===== src/rtl/exe_pkg.sv =====
// Shared definitions for the selector/demultiplexer exercises: data width,
// slot occupancy encoding and the common select equation.
package exe_pkg;

  localparam int DATA_W = 3;

  typedef enum logic {
    SLOT_EMPTY = 1'b0,
    SLOT_FULL  = 1'b1
  } slot_state_e;

  // Routing select shared with the 2:1 selector: 0 -> channel 1, 1 -> channel 2.
  function automatic logic sel_f(input logic a, input logic b, input logic c);
    return (a & b) | ~c;
  endfunction

endpackage


===== src/rtl/demux_slot.sv =====
// One-entry output slot with valid/ready handshake and a wrapping count of
// words loaded into it. A load and a drain in the same cycle replace the word
// without dropping valid.
module demux_slot
  import exe_pkg::*;
#(
  parameter int WIDTH = DATA_W,
  parameter int CNT_W = 8
) (
  input  logic             clk,
  input  logic             rst,
  input  logic             load,
  input  logic [WIDTH-1:0] data_in,
  output logic [WIDTH-1:0] out_data,
  output logic             out_valid,
  input  logic             out_ready,
  output logic [CNT_W-1:0] cnt,
  output logic             can_load
);

  slot_state_e      state_q, state_d;
  logic [WIDTH-1:0] data_q, data_d;
  logic [CNT_W-1:0] cnt_q, cnt_d;

  // Next state: a load always wins (covers pass-through fill); otherwise a
  // drain empties the slot but leaves the stale word in place.
  always_comb begin
    state_d = state_q;
    data_d  = data_q;
    cnt_d   = cnt_q;
    if (load) begin
      state_d = SLOT_FULL;
      data_d  = data_in;
      cnt_d   = cnt_q + CNT_W'(1);
    end else if ((state_q == SLOT_FULL) && out_ready) begin
      state_d = SLOT_EMPTY;
    end
  end

  // Slot registers; reset discards any held word immediately.
  always_ff @(posedge clk or posedge rst) begin
    if (rst) begin
      state_q <= SLOT_EMPTY;
      data_q  <= '0;
      cnt_q   <= '0;
    end else begin
      state_q <= state_d;
      data_q  <= data_d;
      cnt_q   <= cnt_d;
    end
  end

  assign out_valid = (state_q == SLOT_FULL);
  assign out_data  = data_q;
  assign cnt       = cnt_q;
  assign can_load  = ~out_valid | out_ready;

endmodule


===== src/rtl/demux_1to2_reg.sv =====
// Registered 1-to-2 demultiplexer. The select equation picks the destination
// slot; in_ready reflects only that slot, so a stalled channel never blocks
// traffic to the other one. in_valid has no path to in_ready.
module demux_1to2_reg
  import exe_pkg::*;
#(
  parameter int WIDTH = DATA_W,
  parameter int CNT_W = 8
) (
  input  logic             clk,
  input  logic             rst,
  input  logic [WIDTH-1:0] in_data,
  input  logic             in_valid,
  output logic             in_ready,
  input  logic             a,
  input  logic             b,
  input  logic             c,
  output logic             sel,
  output logic [WIDTH-1:0] out1_data,
  output logic             out1_valid,
  input  logic             out1_ready,
  output logic [WIDTH-1:0] out2_data,
  output logic             out2_valid,
  input  logic             out2_ready,
  output logic [CNT_W-1:0] cnt1,
  output logic [CNT_W-1:0] cnt2
);

  logic can1, can2;
  logic load1, load2;

  // Route decision and acceptance: the selected slot alone decides in_ready.
  always_comb begin
    sel      = sel_f(a, b, c);
    in_ready = sel ? can2 : can1;
    load1    = in_valid & in_ready & ~sel;
    load2    = in_valid & in_ready & sel;
  end

  demux_slot #(.WIDTH(WIDTH), .CNT_W(CNT_W)) u_slot1 (
    .clk       (clk),
    .rst       (rst),
    .load      (load1),
    .data_in   (in_data),
    .out_data  (out1_data),
    .out_valid (out1_valid),
    .out_ready (out1_ready),
    .cnt       (cnt1),
    .can_load  (can1)
  );

  demux_slot #(.WIDTH(WIDTH), .CNT_W(CNT_W)) u_slot2 (
    .clk       (clk),
    .rst       (rst),
    .load      (load2),
    .data_in   (in_data),
    .out_data  (out2_data),
    .out_valid (out2_valid),
    .out_ready (out2_ready),
    .cnt       (cnt2),
    .can_load  (can2)
  );

endmodule

===== config.mk =====
export PLATFORM = sky130hd
export DESIGN_NAME = demux_1to2_reg
export DESIGN_NICKNAME = d
export VERILOG_FILES = /design/src/rtl/exe_pkg.sv /design/src/rtl/demux_slot.sv /design/src/rtl/demux_1to2_reg.sv
export SDC_FILE = /design/constraint.sdc
export NUM_CORES = 1
export LEC_CHECK = 0
export CORE_ASPECT_RATIO = 0.75
export CORE_MARGIN = 2
export CORE_UTILIZATION = 47
export CTS_CLUSTER_DIAMETER = 60
export DETAILED_ROUTE_END_ITERATION = 16
export PLACE_DENSITY = 0.83
export SYNTH_ARGS = -nofsm -noshare
export SYNTH_HDL_FRONTEND = slang
export SYNTH_SLANG_ARGS = --single-unit

===== constraint.sdc =====
create_clock -name clk -period 2.1 [get_ports clk]
set_input_delay 0.42 -clock clk [delete_from_list [all_inputs] [get_ports clk]]
set_output_delay 0.42 -clock clk [all_outputs]
set_load 0.02 [all_outputs]

# Yosys cells after proc, flatten, opt, wreduce, memory -nomap -nowiden

Index checks and enable logic that the tools add are counted.

Add/sub/neg operators: 2
Multiply operators: 0
Div/mod/pow operators: 0
$lt $le $gt $ge: 0
Eq/ne operators: 0
Shift operators: 0
Mux-type cells: 5
Bitwise gates (word level): 11
Reduce and logical (&&, ||, !) cells: 4

Operator list:

| cell                                                           | count |
|---|---|
| 8-bit by 1-bit adder with 8-bit output (second input constant) | 2 |
| 1-bit 2-to-1 mux                                               | 5 |
| 1-bit bitwise AND                                              | 4 |
| 1-bit NOT                                                      | 4 |
| 2-bit nonzero test                                             | 2 |
| 1-bit bitwise OR                                               | 3 |
| 1-bit logical AND                                              | 2 |

Register bits: 24
Latch bits: 0
Memory bits (writable): 0
Bits in read-only memories: 0
Memories: 0

# Depth between registers and ports, before layout

Gate-level depths: netlist of run 1.

Word-level depth: 6
Gate-level depth with buffers: 6

# Hierarchy

A second synthesis of run 1 with hierarchy kept.

Cell total of the unflattened synthesis: 79
Area total of the unflattened synthesis: 1066.0 µm²

By module, submodules not included:

| module         | times used | cells each | area each (µm²) | seq. area each (µm²) |
|---|---|---|---|---|
| demux_slot     | 2          | 37         | 508.0           | 300.3 |
| demux_1to2_reg | 1          | 5          | 50.0            | 0.0 |

# Worst setup path before layout of run 1

No wires, ideal clock.

Path kind: input to output
Start point: input port c
End point: output port in_ready
Data arrival time: 1.042 ns
Required time: 1.680 ns
Path slack: 0.638 ns
Stages on the path: 4
Path through: a21boi_4 inv_2 nor2_1 nor2_1

Word-level cells in the longest chain between the ends: 3

RTL lines:

| element            | RTL line             | RTL |
|---|---|---|
| start: declaration | demux_1to2_reg.sv:17 | `input logic c,` |
| 1-bit NOT          | exe_pkg.sv:14        | `return (a & b) \| ~c;` |
| 1-bit bitwise OR   | exe_pkg.sv:14        |  |
| named net sel      | demux_1to2_reg.sv:18 | `output logic sel,` |
| 1-bit 2-to-1 mux   | demux_1to2_reg.sv:35 | `in_ready = sel ? can2 : can1;` |
| end: declaration   | demux_1to2_reg.sv:14 | `output logic in_ready,` |

The timed path passes the listed nets, and every way through them passes these cells.

# Worst setup path after layout of run 1

Start point: input port c
End point: output port in_ready

Word-level cells in the longest chain between the ends: 3

RTL lines:

| element          | RTL line |
|---|---|
| 1-bit NOT        | exe_pkg.sv:14 |
| 1-bit bitwise OR | exe_pkg.sv:14 |
| 1-bit 2-to-1 mux | demux_1to2_reg.sv:35 |

Every way passes these cells.

==> reports/results.ini, run 1 <==
[detailed_routing]
drc=0
ant_nets=0
vias=828
wl_mm=2.32
drt_iter0_drc=37
drt_pass1_iterations=6
vias_per_cell=5.08
wl_per_cell_um=14.3

[place]
gp_congestion=0.786
dpl_cell_area_um2=1510
portBuffers=36
dp_hpwl_mm=1.77
place_ws_ns=-0.203

[timing]
setup_slack_ns=0.0665
worst_slew_pin_slew_ns=0.307
final.min_clock_period_ns=2.03
finalSetupViolations=0
relSlewSlack=0.796
post-route-period-util=0.968
timing.fmax_mhz=492
fin_skew_ns=0.00350
drv_slew=0
final-hold-violation-count=0
rsz0062_at_grt=no
tns_ns=0

[synth]
synth_nets=106
synthCells=93
yosysWarnings=0
ys_seq_area_frac=0.562
synth_top_family_by_area=simple AND/OR/NAND/NOR gates
ys_types=21
syn_area_um2=1070
synth-async-reset-ratio=1.00
yosys.area_share.simple=0.214
postSynthAreaPerCell_um2=11.5
synth-compound-area-share=0.0176
ys_seq_elements=24
synth_mux_area_frac=0.0422
synth_xor_area_frac=0.115
synth_fa_ha_area_frac=0.0234
synth_edf_count=0
synthFlopType=dfrtp_1

[global_route]
grt_start_max_net_pins=25
grt-ovfl-total=0
grt_pass1_vias=842
antenna_found_initial=0
grtUsageTotal=0.199
grt_pass1_wl_mm=3.88

[clock_network]
cts_buffers=3
cts-htree-levels=1
postCtsSetupBuffers=0
clockBufferDepth=2
insertion_delay_ns=0.31
cts_hold_buf=0
path_clk_slew_ns=0.13
cts_sinks=24
cts_root_buffer=clkbuf_4
cts_tree=yes

[worst_setup_path]
r2r_setup_slack_ns=0.72
cp_cell_sequence=clkdlybuf4s50_1 > a21boi_4 > inv_2 > nor2_1 > nor2_1 > dlygate4sd2_1
crit_buf_inv=3
crit_end=in_ready
r2r-start=u_slot2.out_valid$_DFFE_PP0P_
cp.depth=6
crit_path_max_fanout=3
slowest_delay_ns=0.47
path_common_cell=nor2_1
rr_worst_depth=5
cp.arrival_ns=1.61
cp_data_required_time_ns=1.68
end_kind=primary output
critical_path.top_delay_family=buffers and inverters
worst_path_max_delay_cell=clkdlybuf4s50_1
r2r-end=u_slot2.cnt[5]$_DFFE_PP0P_
path_class=in2out
start_kind=input pin
worstSetupStartpoint=c

[min_path]
min_path_type=in2async

[finish]
drive_gt1_frac=0.165
fillers=157
areaGrowthSynthToFinish_pct=45.7
fin_nets=153
final_cell_area_um2=1560
diodes=0

[floorplan]
die_area_um2=2670
die_h_um=45.3
core-area_um2=2080
rows=14
initial_core_util=0.513
ioPinCount=37
die_w_um=59.1

[power]
cellPowerDensity_nw_per_um2=1200
peakVddDrop_mv=0.710
leakagePower_uw=0.000690
total_power_uw=1860

[run]
maxCapViolations=0

[run_status]
status=completed

## tightest hold or removal path, cell delays in order
cell and delay, ns:
clkdlybuf4s50_1 0.40, inv_1 0.05, buf_4 0.29
## worst min-delay path by stage
stage	start	endpoint	slack, ns
finish	rst	u_slot1.cnt[2]$_DFFE_PP0P_	0.44
global route	rst	u_slot1.cnt[2]$_DFFE_PP0P_	0.45
CTS	rst	u_slot1.cnt[2]$_DFFE_PP0P_	0.44
detailed placement	u_slot2.cnt[7]$_DFFE_PP0P_	u_slot2.cnt[7]$_DFFE_PP0P_	0.46
global placement	u_slot1.cnt[7]$_DFFE_PP0P_	u_slot1.cnt[7]$_DFFE_PP0P_	0.46
floorplan	rst	u_slot1.cnt[0]$_DFFE_PP0P_	0.43
## sequential cells by signal, summed over array words and instances, names as in the netlist
signal / flops
u_slot1.cnt: 8
u_slot2.cnt: 8
u_slot1.out_data: 3
u_slot2.out_data: 3
u_slot1.out_valid: 1
u_slot2.out_valid: 1
## per-stage QoR
| step | util | hold slack [ns] | cells |
|---|---|---|---|
| after CTS | 0.747 | 0.440 | 163 |
| after global placement | 0.723 | 0.456 | 159 |
| after detailed placement | 0.723 | 0.463 | 159 |
| after floorplan | - | 0.435 | 93 |
| after global routing | 0.747 | 0.451 | 163 |
| final | 0.747 | 0.445 | 163 |
## layout by cell type, fill, tap and decap left out
cell,netlist,layout
nand4_1,7,7
buf_4,1,8
nand2b_1,2,2
dfrtp_1,24,24
nor3_1,1,1
nand2_1,17,17
nor4_2,1,1
bufinv_16,0,1
nand3_1,3,3
ha_1,2,2
xor2_1,5,5
nor2_1,5,5
dlygate4sd2_1,0,2
mux2_2,4,4
clkbuf_4,0,3
nand3_4,1,1
xnor2_1,9,9
and3_2,1,1
a21boi_4,1,1
nor3_2,2,2
clkdlybuf4s50_1,0,34
inv_1,3,3
inv_2,1,1
or3_1,2,2
## logic make-up (layout without fill, tap and decap cells)
logic type,Yosys count,after routing
multiplexers,4,4
AND/OR/NAND/NOR,42,42
adder cells (fa/ha/maj),2,2
AO/OA/AOI/OAI,1,1
buffers and inverters,6,52
flip-flops,24,24
XOR/XNOR,14,14
## routing by layer
layer	wire [µm]	GRT usage	vias to the layer above
met2	1080	0.324	25
met3	95	0.0544	2
met5	0	0	-
met4	12	0.0409	0
li1	-	-	401
met1	1130	0.270	400
## cell usage after synthesis (2+ instances only)
cell	count	area (µm²)
nor2_1	5	18.8
mux2_2	4	45.0
ha_1	2	25.0
xnor2_1	9	78.8
nand3_1	3	15.0
nor3_2	2	20.0
xor2_1	5	43.8
nand2b_1	2	12.5
nand4_1	7	43.8
dfrtp_1	24	601
nand2_1	17	63.8
or3_1	2	12.5
inv_1	3	11.3
## power by group
| part | leakage (µW) | internal (µW) | switching, µW | total (µW) |
|---|---|---|---|---|
| Clock | 0.0000279 | 193 | 135 | 328 |
| Sequential | 0.000295 | 602 | 167 | 770 |
| Combinational | 0.000367 | 390 | 373 | 763 |
## final cells by class
class	instances	area, µm²	area share
timing repair buffer	44	418	0.268
inverter	4	15.0	0.00965
clock buffer	3	22.5	0.0145
sequential	24	601	0.386
multi-input combinational	63	440	0.283
tap	24	30.0	0.0193
clock inverter	1	30.0	0.0193
## repair_timing
item	4_1_cts	5_1_grt
endpoints found under the hold margin	0	0
resized for setup	2	0
setup endpoints to repair	2	0
Note: power is estimated with default switching activity, not from simulation.
==> run 2, diff against run 1 <==
- GPL_TIMING_DRIVEN: not set -> 0
- HOLD_SLACK_MARGIN: not set -> 0.03
==> reports/results.ini, run 2 (synthesis results as in run 1) <==
[worst_setup_path]
slowest_delay_ns=0.45  ; was 0.47 ns
cp_data_required_time_ns=1.68  ; about the same
crit_path_max_fanout=4  ; was 3
start_kind=input pin  ; unchanged
path_common_cell=nor2_1  ; unchanged
critical_path.top_delay_family=buffers and inverters  ; unchanged
crit_buf_inv=3  ; unchanged
end_kind=primary output  ; unchanged
r2r-start=u_slot1.out_valid$_DFFE_PP0P_  ; was u_slot2.out_valid$_DFFE_PP0P_
cp.arrival_ns=1.60  ; was 1.61 ns
worst_path_max_delay_cell=clkdlybuf4s50_1  ; unchanged
cp_cell_sequence=clkdlybuf4s50_1 > a21boi_4 > inv_2 > nor2_1 > nor2_1 > dlygate4sd2_1  ; unchanged
path_class=in2out  ; unchanged
worstSetupStartpoint=c  ; unchanged

[clock_network]
cts_buffers=3  ; unchanged
cts_sinks=24  ; unchanged
path_clk_slew_ns=0.13  ; about the same
cts-htree-levels=1  ; unchanged
insertion_delay_ns=0.32  ; was 0.31 ns
cts_tree=yes  ; unchanged
clockBufferDepth=2  ; unchanged
cts_root_buffer=clkbuf_4  ; unchanged

[timing]
post-route-period-util=0.963  ; was 0.968
relSlewSlack=0.402  ; was 0.796
tns_ns=0  ; unchanged
drv_slew=0  ; unchanged
rsz0062_at_grt=no  ; unchanged
final.min_clock_period_ns=2.02  ; was 2.03 ns
timing.fmax_mhz=494  ; was 492 MHz
worst_slew_pin_slew_ns=0.896  ; was 0.307 ns
finalSetupViolations=0  ; unchanged
fin_skew_ns=0.00584  ; was 0.00350 ns
final-hold-violation-count=0  ; unchanged

[run]
maxCapViolations=0  ; unchanged

[floorplan]
die_area_um2=2670  ; unchanged
die_h_um=45.3  ; unchanged
initial_core_util=0.513  ; unchanged
die_w_um=59.1  ; unchanged
core-area_um2=2080  ; unchanged
ioPinCount=37  ; unchanged
rows=14  ; unchanged

[run_status]
status=completed  ; unchanged

[detailed_routing]
vias_per_cell=5.02  ; was 5.08
ant_nets=0  ; unchanged
vias=793  ; was 828
drt_pass1_iterations=4  ; was 6
drt_iter0_drc=11  ; was 37
wl_per_cell_um=14.3  ; about the same
wl_mm=2.25  ; was 2.32 mm
drc=0  ; unchanged

[power]
leakagePower_uw=0.000668  ; was 0.000690 µW
total_power_uw=1860  ; about the same
cellPowerDensity_nw_per_um2=1220  ; was 1200 nW/µm²
peakVddDrop_mv=0.690  ; was 0.710 mV

[global_route]
grt_start_max_net_pins=25  ; unchanged
antenna_found_initial=0  ; unchanged
grt-ovfl-total=0  ; unchanged
grt_pass1_vias=795  ; was 842
grtUsageTotal=0.189  ; was 0.199
grt_pass1_wl_mm=3.63  ; was 3.88 mm

[finish]
diodes=0  ; unchanged
areaGrowthSynthToFinish_pct=41.9  ; was 45.7%
fin_util=0.727  ; was 0.747
drive_gt1_frac=0.134  ; was 0.165
final_common_cell=clkdlybuf4s50_1  ; unchanged
mostFrequentLayoutCells=clkdlybuf4s50_1, dfrtp_1, nand2_1  ; unchanged
fin_nets=148  ; was 153

[place]
dp_hpwl_mm=1.69  ; was 1.77 mm
portBuffers=36  ; unchanged
gp_congestion=0.799  ; was 0.786

[min_path]
min-delay-start=u_slot1.cnt[7]$_DFFE_PP0P_
min_path_type=reg2reg  ; was in2async

==> run 2: cell types whose count changed in the layout (fill, tap and decap cells not counted) <==
cell   previous run  this run
buf_4             8         2
buf_2             0         1
==> run 2: final cells by class <==
class,instances,area [µm²]
plain buffers,2,12.5
clock buffers,3,22.5
clock inverters,1,30.0
fillers,156,568
inverters,4,15.0
multi-input cells,63,440
flip-flops and latches,24,601
well taps,24,30.0
repair buffers,37,365
==> run 2: what timing repair did <==
action                                  4_1_cts  5_1_grt
gates resized for setup                       2        0
endpoints found under the setup margin        2        1
hold buffers                                  0        0
setup buffers                                 0        1
cloned                                        0        0
pin swaps                                     0        1
==> run 2: worst register-to-register path: cells and delay by family (launching register included) <==
kind                      cells  cell delay (ns)
and+or+nand+nor               3             0.55
DFF                           1             0.40
xor gates and xnor gates      1             0.16
buffers and inverters         1             0.17
==> run 2: path summary, 6_finish.rpt <==
check	endpoint	slack, ns	cells past startpoint
setup / recovery	in_ready	0.08	6
hold / removal	u_slot1.cnt[7]$_DFFE_PP0P_	0.48	1
setup reg to reg	u_slot1.cnt[4]$_DFFE_PP0P_	0.73	5
hold reg to reg	u_slot1.cnt[7]$_DFFE_PP0P_	0.48	1
max in group asynchronous	u_slot1.out_valid$_DFFE_PP0P_	0.96	2
min in group asynchronous	u_slot1.cnt[4]$_DFFE_PP0P_	0.59	2
==> run 2: where the power goes <==
part	total (µW)	switching, µW	internal [µW]
Sequential	770	167	602
Clock	335	142	193
Combinational	752	371	381
Total	1860	680	1180
==> run 2: layer usage <==
| metal | track usage | wire, µm |
|---|---|---|
| met1 | 0.246 | 1040 |
| met2 | 0.318 | 1090 |
| met3 | 0.0458 | 105 |
| met4 | 0.0545 | 20 |
| met5 | 0 | 0 |
==> run 2: stage by stage <==
step	std cells	setup WS [ns]	hold slack, ns	area, µm²
floorplan	93	0.638	0.435	1070
global placement	153	-0.188	0.456	1460
detailed placement	153	-0.213	0.465	1460
CTS	157	0.0167	0.485	1510
global route	158	0.0257	0.519	1520
finish	158	0.0774	0.482	1520
==> run 3, diff against run 2 <==
- SYNTH_HIERARCHICAL: not set -> 1
==> reports/results.ini, run 3 <==
[run_status]
status=finished, violations left  ; was completed
violations=DRC

[finish]
fin_nets=134  ; was 148
fillers=151  ; was 156
fin_util=0.731  ; was 0.727
drive_gt1_frac=0.192  ; was 0.134
mostFrequentLayoutCells=clkdlybuf4s50_1, dfrtp_1, mux2_2, xnor2_1  ; was clkdlybuf4s50_1, dfrtp_1, nand2_1
instances_no_fill=144  ; was 158
final_common_cell=clkdlybuf4s50_1  ; unchanged
diodes=0  ; unchanged
areaGrowthSynthToFinish_pct=41.7  ; was 41.9%
final_cell_area_um2=1510  ; was 1520 µm²

[worst_setup_path]
crit_end=sel  ; was in_ready
path_class=in2out  ; unchanged
r2r-start=u_slot2/out_valid$_DFFE_PP0P_  ; was u_slot1.out_valid$_DFFE_PP0P_
cp.depth=5  ; was 6
r2r-end=u_slot2/cnt[7]$_DFFE_PP0P_  ; was u_slot1.cnt[4]$_DFFE_PP0P_
end_kind=primary output  ; unchanged
crit_buf_inv=4  ; was 3
r2r_setup_slack_ns=0.70  ; was 0.73 ns
start_kind=input pin  ; unchanged
slowest_delay_ns=0.47  ; was 0.45 ns
critical_path.top_delay_family=buffers and inverters  ; unchanged
cp.arrival_ns=1.56  ; was 1.60 ns
cp_data_required_time_ns=1.68  ; about the same
crit_path_max_fanout=3  ; was 4
worstSetupStartpoint=c  ; unchanged
worst_path_max_delay_cell=clkdlybuf4s50_1  ; unchanged
rr_worst_depth=6  ; was 5
cp_cell_sequence=clkdlybuf4s50_1 > a21boi_4 > buf_4 > inv_2 > dlygate4sd2_1  ; was clkdlybuf4s50_1 > a21boi_4 > inv_2 > nor2_1 > nor2_1 > dlygate4sd2_1

[timing]
rsz0062_at_grt=no  ; unchanged
final.min_clock_period_ns=1.98  ; was 2.02 ns
final-hold-violation-count=0  ; unchanged
drv_slew=0  ; unchanged
timing.fmax_mhz=505  ; was 494 MHz
post-route-period-util=0.943  ; was 0.963
relSlewSlack=0.691  ; was 0.402
worst_slew_pin_slew_ns=0.463  ; was 0.896 ns
fin_skew_ns=0.00461  ; was 0.00584 ns
tns_ns=0  ; unchanged
finalSetupViolations=0  ; unchanged

[synth]
ys_seq_area_frac=0.563  ; was 0.562
ys_seq_elements=24  ; unchanged
synth_nets=92  ; was 106
yosysTopAreaCellShare=0.563  ; was 0.562
synthTopCellsByArea=dfrtp_1, mux2_2, xnor2_1  ; was dfrtp_1, xnor2_1, nand2_1
syn_area_um2=1070  ; about the same
ys_types=17  ; was 21
synthTopCellsByCount=dfrtp_1, mux2_2, xnor2_1, nand2_1, xor2_1  ; was dfrtp_1, nand2_1, xnor2_1, nand4_1
synthCells=79  ; was 93
yosys.area.top_type=dfrtp_1  ; unchanged
synth-async-reset-ratio=1.00  ; unchanged
yosysWarnings=6  ; was 0
postSynthAreaPerCell_um2=13.5  ; was 11.5 µm²
yosysMostFrequentCell=dfrtp_1  ; unchanged
synth_edf_count=0  ; unchanged
synthFlopType=dfrtp_1  ; unchanged

[clock_network]
insertion_delay_ns=0.31  ; was 0.32 ns
cts_root_buffer=clkbuf_4  ; unchanged
clockBufferDepth=2  ; unchanged
cts_buffers=3  ; unchanged
cts_sinks=24  ; unchanged
path_clk_slew_ns=0.13  ; about the same
cts_tree=yes  ; unchanged
cts-htree-levels=1  ; unchanged

[detailed_routing]
drt_pass1_iterations=10  ; was 4
wl_per_cell_um=15.1  ; was 14.3 µm
drc=2  ; was 0
wl_mm=2.17  ; was 2.25 mm
vias_per_cell=5.04  ; was 5.02
vias=726  ; was 793
drt_iter0_drc=14  ; was 11
ant_nets=0  ; unchanged

[global_route]
grt_pass1_wl_mm=3.44  ; was 3.63 mm
grtUsageTotal=0.183  ; was 0.189
grt-ovfl-total=0  ; unchanged
grt_pass1_vias=754  ; was 795
antenna_found_initial=0  ; unchanged
grt_start_max_net_pins=15  ; was 25

[power]
leakagePower_uw=0.000674  ; was 0.000668 µW
peakVddDrop_mv=0.650  ; was 0.690 mV
total_power_uw=1750  ; was 1860 µW
cellPowerDensity_nw_per_um2=1160  ; was 1220 nW/µm²

[floorplan]
die_w_um=59.0  ; was 59.1 µm
die_area_um2=2670  ; about the same
initial_core_util=0.516  ; was 0.513
die_h_um=45.2  ; was 45.3 µm
rows=14  ; unchanged
core-area_um2=2070  ; was 2080 µm²
ioPinCount=37  ; unchanged

[run]
maxCapViolations=0  ; unchanged

[place]
dp.cells=139  ; was 153
gp_congestion=0.858  ; was 0.799
dp_hpwl_mm=1.66  ; was 1.69 mm
dpl_cell_area_um2=1460  ; about the same
portBuffers=36  ; unchanged

[min_path]
min_path_type=in2async  ; was reg2reg

## run 3: cell types whose count changed in the layout (fill, tap and decap cells not counted), sizes merged, moves of 2 or more
| cell | delta |
|---|---|
| nor2 | -3 |
| nand3 | -4 |
| nand2b | +2 |
| or3 | -2 |
| and3 | +3 |
| mux2 | +5 |
| nand2 | -11 |
## run 3: routing by layer
layer | track usage | share of wire | wire length [µm]
met3 | 0.0630 | 0.071 | 153
met1 | 0.206 | 0.39 | 853
met4 | 0.0682 | 0.012 | 27
met5 | 0 | 0 | 0
met2 | 0.327 | 0.52 | 1140
## run 3: layout make-up
class	instances	area, µm²	area share
clock inverter	1	30.0	0.0199
timing repair buffer	37	362	0.239
inverter	3	11.3	0.00746
tap	24	30.0	0.0199
clock buffer	3	22.5	0.0149
sequential	24	601	0.398
buffer	2	15.0	0.00994
multi-input combinational	50	439	0.291
## run 3: report_power, final
group	internal (µW)	switching (µW)
sequential	586	170
clock	193	133
combinational	350	315
## run 3: worst reg2reg max path, cell delays in order, from the launching register on
cell,delay (ns)
dfrtp_1,0.39
nand2b_1,0.11
and3_1,0.17
buf_4,0.19
nand4_4,0.11
nor3_2,0.21
xor2_1,0.15
## run 3: logic make-up (layout without fill, tap and decap cells)
family / count (synthesis) / count (layout) / synth area share
xor+xnor: 14 / 14 / 0.115
simple gates: 24 / 24 / 0.157
buf+inv: 5 / 46 / 0.0246
mux: 9 / 9 / 0.0986
compound gates: 1 / 1 / 0.0176
flops: 24 / 24 / 0.563
fa+ha+maj: 2 / 2 / 0.0235
## run 3: timing repair
action,4_1_cts,5_1_grt
buffers inserted,0,1
endpoints found under the hold margin,0,0
gates cloned,0,0
hold buffers,0,0
pin swaps,0,0
endpoints found under the setup margin,2,1
resized for setup,4,1
## run 3: metrics by stage
step | worst slack [ns] | hold slack [ns]
floorplan | 0.614 | 0.285
global placement | -0.235 | 0.456
detailed placement | -0.282 | 0.461
CTS | 0.00415 | 0.418
global route | 0.0825 | 0.422
finish | 0.119 | 0.415
## run 3: worst min path at each step
stage	startpoint	endpoint	cells past startpoint	slack [ns]
floorplan	rst	u_slot1/cnt[0]$_DFFE_PP0P_	1	0.28
global route	rst	u_slot1/cnt[2]$_DFFE_PP0P_	2	0.42
global placement	u_slot1/cnt[7]$_DFFE_PP0P_	u_slot1/cnt[7]$_DFFE_PP0P_	1	0.46
detailed placement	u_slot2/cnt[7]$_DFFE_PP0P_	u_slot2/cnt[7]$_DFFE_PP0P_	1	0.46
CTS	rst	u_slot1/cnt[2]$_DFFE_PP0P_	2	0.42
finish	rst	u_slot1/cnt[2]$_DFFE_PP0P_	2	0.41
